[src/rtl/tick_sequencer.sv]
`default_nettype none
// ============================================================================
//  Module      : tick_sequencer
//  Description : Samples a divided clock in the system clock domain. Turns its
//                edges into single-cycle rise/fall strobes, which are used as
//                clock enables. The strobes are gated by a start/stop run
//                controller. The controller counts rising ticks up to a
//                programmed limit, or free-runs when the limit is 0, and it
//                pulses done when the limit is reached.
//  Config      : define TICK_SYNC_EN to place a 2-flop synchroniser in front of
//                the sampling flop. Use this when div_clk comes from a foreign
//                clock domain. Strobe latency then grows from 2 to 4 cycles.
//  Revision    : 1.0  initial release
// ============================================================================
module tick_sequencer #(
    parameter int CNT_WIDTH = 16
) (
    input  logic                 clk,
    input  logic                 rst,
    input  logic                 div_clk,
    input  logic                 start,
    input  logic                 stop,
    input  logic [CNT_WIDTH-1:0] tick_limit,
    output logic                 rise_tick,
    output logic                 fall_tick,
    output logic                 busy,
    output logic                 done,
    output logic [CNT_WIDTH-1:0] ticks_elapsed
);

    typedef enum logic [1:0] {
        S_IDLE = 2'd0,
        S_RUN  = 2'd1,
        S_DONE = 2'd2
    } state_t;

    state_t                 r_state;
    state_t                 w_state_next;

    logic                   w_div_in;
    logic                   r_div_s;
    logic                   r_div_p;
    logic                   w_rise;
    logic                   w_fall;

    logic [CNT_WIDTH-1:0]   r_limit;
    logic [CNT_WIDTH-1:0]   w_limit_next;
    logic [CNT_WIDTH-1:0]   r_ticks;
    logic [CNT_WIDTH-1:0]   w_ticks_next;
    logic [CNT_WIDTH-1:0]   w_cnt_inc;

    logic                   r_rise_tick;
    logic                   r_fall_tick;
    logic                   r_busy;
    logic                   r_done;
    logic                   w_rise_next;
    logic                   w_fall_next;
    logic                   w_busy_next;
    logic                   w_done_next;

`ifdef TICK_SYNC_EN
    logic                   r_sync1;
    logic                   r_sync2;

    // Two-flop synchroniser for a div_clk generated in another clock domain
    always_ff @(posedge clk or posedge rst) begin
        if (rst) begin
            r_sync1 <= 1'b0;
            r_sync2 <= 1'b0;
        end else begin
            r_sync1 <= div_clk;
            r_sync2 <= r_sync1;
        end
    end

    assign w_div_in = r_sync2;
`else
    assign w_div_in = div_clk;
`endif

    // Edge history: current sample and previous sample of the divided clock
    always_ff @(posedge clk or posedge rst) begin
        if (rst) begin
            r_div_s <= 1'b0;
            r_div_p <= 1'b0;
        end else begin
            r_div_s <= w_div_in;
            r_div_p <= r_div_s;
        end
    end

    assign w_rise    = r_div_s & ~r_div_p;
    assign w_fall    = ~r_div_s & r_div_p;
    assign w_cnt_inc = r_ticks + CNT_WIDTH'(1);

    // FSM state register together with the latched limit and the tick counter
    always_ff @(posedge clk or posedge rst) begin
        if (rst) begin
            r_state <= S_IDLE;
            r_limit <= '0;
            r_ticks <= '0;
        end else begin
            r_state <= w_state_next;
            r_limit <= w_limit_next;
            r_ticks <= w_ticks_next;
        end
    end

    // Next-state logic. In RUN, stop wins over any edge that arrives in the same cycle.
    always_comb begin
        w_state_next = r_state;
        w_limit_next = r_limit;
        w_ticks_next = r_ticks;
        w_rise_next  = 1'b0;
        w_fall_next  = 1'b0;
        case (r_state)
            S_IDLE: begin
                if (start && !stop) begin
                    w_state_next = S_RUN;
                    w_limit_next = tick_limit;
                    w_ticks_next = '0;
                end
            end
            S_RUN: begin
                if (stop) begin
                    w_state_next = S_IDLE;
                end else if (w_rise) begin
                    w_rise_next  = 1'b1;
                    w_ticks_next = w_cnt_inc;
                    if ((r_limit != '0) && (w_cnt_inc == r_limit)) begin
                        w_state_next = S_DONE;
                    end
                end else if (w_fall) begin
                    w_fall_next = 1'b1;
                end
            end
            S_DONE: begin
                w_state_next = S_IDLE;
            end
            default: begin
                w_state_next = S_IDLE;
            end
        endcase
    end

    // busy tracks entry into and exit from RUN with no lag.
    // done is taken from the DONE state, so it lands one cycle after the final rise_tick.
    assign w_busy_next = (w_state_next == S_RUN);
    assign w_done_next = (r_state == S_DONE);

    // Output registers
    always_ff @(posedge clk or posedge rst) begin
        if (rst) begin
            r_rise_tick <= 1'b0;
            r_fall_tick <= 1'b0;
            r_busy      <= 1'b0;
            r_done      <= 1'b0;
        end else begin
            r_rise_tick <= w_rise_next;
            r_fall_tick <= w_fall_next;
            r_busy      <= w_busy_next;
            r_done      <= w_done_next;
        end
    end

    assign rise_tick     = r_rise_tick;
    assign fall_tick     = r_fall_tick;
    assign busy          = r_busy;
    assign done          = r_done;
    assign ticks_elapsed = r_ticks;

endmodule
`default_nettype wire

[config.mk]
export PLATFORM = sky130hd
export DESIGN_NAME = tick_sequencer
export DESIGN_NICKNAME = d
export VERILOG_FILES = /design/src/rtl/tick_sequencer.sv
export SDC_FILE = /design/constraint.sdc
export NUM_CORES = 1
export LEC_CHECK = 0
export BUFFER_PORTS_ARGS = -buffer_cell sky130_fd_sc_hd__buf_2
export CORE_ASPECT_RATIO = 0.6
export CORE_MARGIN = 2
export CORE_UTILIZATION = 55
export CTS_CLUSTER_DIAMETER = 100
export DETAILED_ROUTE_END_ITERATION = 8
export PLACE_DENSITY = 0.79
export SYNTH_ARGS = -nofsm -noshare
export SYNTH_HDL_FRONTEND = slang
export SYNTH_SLANG_ARGS = --single-unit
[constraint.sdc]
create_clock -name clk -period 2.6 [get_ports clk]
set_input_delay 0.13 -clock clk [delete_from_list [all_inputs] [get_ports clk]]
set_output_delay 0.13 -clock clk [all_outputs]
set_load 0.02 [all_outputs]
==> results_dict.tcl <==
set metrics [dict create \
    status "finished with violations" \
    failed_checks "hold timing" \
    diodes 0 \
    cp.arrival_ns 2.45 \
    utilization 0.6880 \
    antenna_found_initial 0 \
    grt_pass1_vias 1735 \
    rows 17 \
    cap_violations 0 \
    portBuffers 40 \
    areaGrowthSynthToFinish_pct 18.66 \
    wire_per_inst_um 15.76 \
    cts_num_sinks 40 \
    syn_avg_cell_area_um2 8.904 \
    post-place-ws_ns 0.2522 \
    dr.pass1.iters 5 \
    grt_use_total 0.2630 \
    root_buffer "clkbuf_8" \
    die_w_um 84.64 \
    numCtsBuffers 5 \
    drtAntennaViolNets 0 \
    totalWireLength_mm 5.294 \
    slew_headroom 0.4373 \
    setup.worst_path.start_class "flop" \
    cts_buffer_depth 2 \
    irDropWorstVdd_mv 0.3941 \
    grt_max_degree 24 \
    synth.top_cell.area_share 0.4665 \
    critPathCaptureType "flop" \
    finalHoldViolations 21 \
    crit_type "reg2reg" \
    setup-tns-final_ns 0 \
    syn_area_um2 2146 \
    fp.dieH_um 52.38 \
    overflow 0 \
    path_clk_slew_ns 0.09 \
    post-route-period-util 0.8940 \
    yosys_warnings 0 \
    core_um2 3701 \
    r2r_setup_slack_ns 0.28 \
    hold_slack_ns -0.01208 \
    dp_hpwl_mm 3.944 \
    viasPerCell 5.798 \
    htree_num_levels 2 \
    tightest_slew_ns 0.8431 \
    synth_edf_count 0 \
    synth_top_area_cell "dfrtp_1" \
    syn_inst 241 \
    ff_latch_area_um2 1001 \
    nFillCells 313 \
    synth-seq-area-share 0.4665 \
    setup_viol_count_final 0 \
    ys_async_sr_fraction 1.000 \
    synth.distinct_cells 42 \
    fin_nets 310 \
    final.min_clock_period_ns 2.324 \
    io_pins 41 \
    setup_ws_ns 0.2755 \
    dieArea_um2 4433 \
    cts_tree "yes" \
    synthTopCellsByArea "dfrtp_1, nand2_1, xnor2_1" \
    ys_ff_latch 40 \
    slew_viol_final 0 \
    rsz0062_at_grt "no" \
    multi_input_area_um2 1094 \
    num_vias 1948 \
    grt_pass1_wl_mm 8.832 \
    drtIter0Drc 200 \
    hp-class "in2async" \
    critPathMaxFanout 8 \
    power-per-cell-area_nw_per_um2 593.7 \
    reg2reg_depth 7 \
    postCtsSetupRepairBufs 0 \
    start_util 0.5798 \
    gp_congestion 1.009 \
    drc 0 \
    synth_nets 263 \
    mostFrequentLayoutCells "nand2_1, dfrtp_1, buf_2" \
    fin_skew_ns 0.008661 \
    fin_total_pwr_w 0.001512 \
    critPathRequiredTime_ns 2.72 \
    fmax_mhz 430.2 \
    drive_gt1_frac 0.2215 \
    synth_flop_cell "dfrtp_1" \
    layout_commonest_cell "nand2_1" \
    clkLatencyLatePin_ns 0.30 \
    p_leak_nw 1.224 \
]
worst max-delay path: stages, from the launching register on:
cell and delay [ns]:
dfrtp_1 0.49, ha_2 0.30, nand3_4 0.12, or4_1 0.49, a21oi_1 0.14, o31ai_1 0.10, nor4_2 0.36, o21ai_0 0.15
flip-flops by register name (all words and copies together) (netlist names):
signal / count
r_div_s: 1
ticks_elapsed: 16
r_limit: 16
fall_tick: 1
done: 1
r_div_p: 1
rise_tick: 1
r_state: 2
busy: 1
routing by layer:
metal | share of wire | routed length, µm | vias up | global-route usage
li1 | - | - | 945 | -
met3 | 0.089 | 469 | 8 | 0.05827
met5 | 0 | 0 | - | 0
met4 | 0.0098 | 52 | 0 | 0.07143
met2 | 0.41 | 2152 | 106 | 0.3648
met1 | 0.49 | 2619 | 889 | 0.4102
logic make-up (layout without fill, tap and decap cells):
family,count (synthesis),count (layout),share of synthesized area
buffers and inverters,12,60,0.02507
adders and majority gates,1,1,0.005830
and+or+nand+nor,120,120,0.2828
xor gates and xnor gates,23,23,0.09388
AOI/OAI and AO/OA,45,45,0.1260
DFF,40,40,0.4665
through the flow:
step	std cells	cell area, µm²
final	336	2546
after global routing	336	2546
after CTS	336	2544
after detailed placement	327	2419
after global placement	327	2419
after floorplan	241	2146
final timing paths:
| check | start | endpoint |
|---|---|---|
| worst min-delay path | rst | r_div_p$_DFF_PP0_ |
| worst min register to register | r_div_s$_DFF_PP0_ | r_div_p$_DFF_PP0_ |
| worst max-delay path | ticks_elapsed[0]$_DFFE_PP0P_ | r_state[0]$_DFF_PP0_ |
| min in group clk | tick_limit[12] | r_limit[12]$_DFFE_PP0P_ |
| max in group asynchronous | rst | ticks_elapsed[12]$_DFFE_PP0P_ |
| worst max register to register | ticks_elapsed[0]$_DFFE_PP0P_ | r_state[0]$_DFF_PP0_ |
repair_timing:
| item | CTS | global route |
|---|---|---|
| hold endpoints to repair | 1 | 0 |
| resized for setup | 0 | 1 |
| setup endpoints to repair | 0 | 1 |
| hold buffers | 1 | 0 |
area by class of cell:
cell class | instances | share of cell area
Sequential cell | 40 | 0.3931
Tap cell | 47 | 0.02310
Multi-Input combinational cell | 189 | 0.4295
Inverter | 4 | 0.005897
Timing Repair Buffer | 48 | 0.1032
Clock buffer | 5 | 0.02703
Clock inverter | 3 | 0.01818
power by group:
group          internal (W)  switching (W)  leakage, nW
logic              0.000108       0.000128        0.644
registers          0.000678      0.0000706        0.526
clock network      0.000289       0.000237       0.0548
total               0.00108       0.000436         1.22
Yosys cell counts (3+ instances only):
library cell and n:
nand2_1 62, dfrtp_1 40, o21ai_0 23, nor2_1 14
xnor2_1 14, xor2_1 9, nand4_1 8, o31ai_1 7
a21oi_1 6, clkbuf_1 6, nor3_1 6, nand3_1 4
nor4_1 4, and2_1 3, inv_1 3
(Power assumes the default switching activity.)
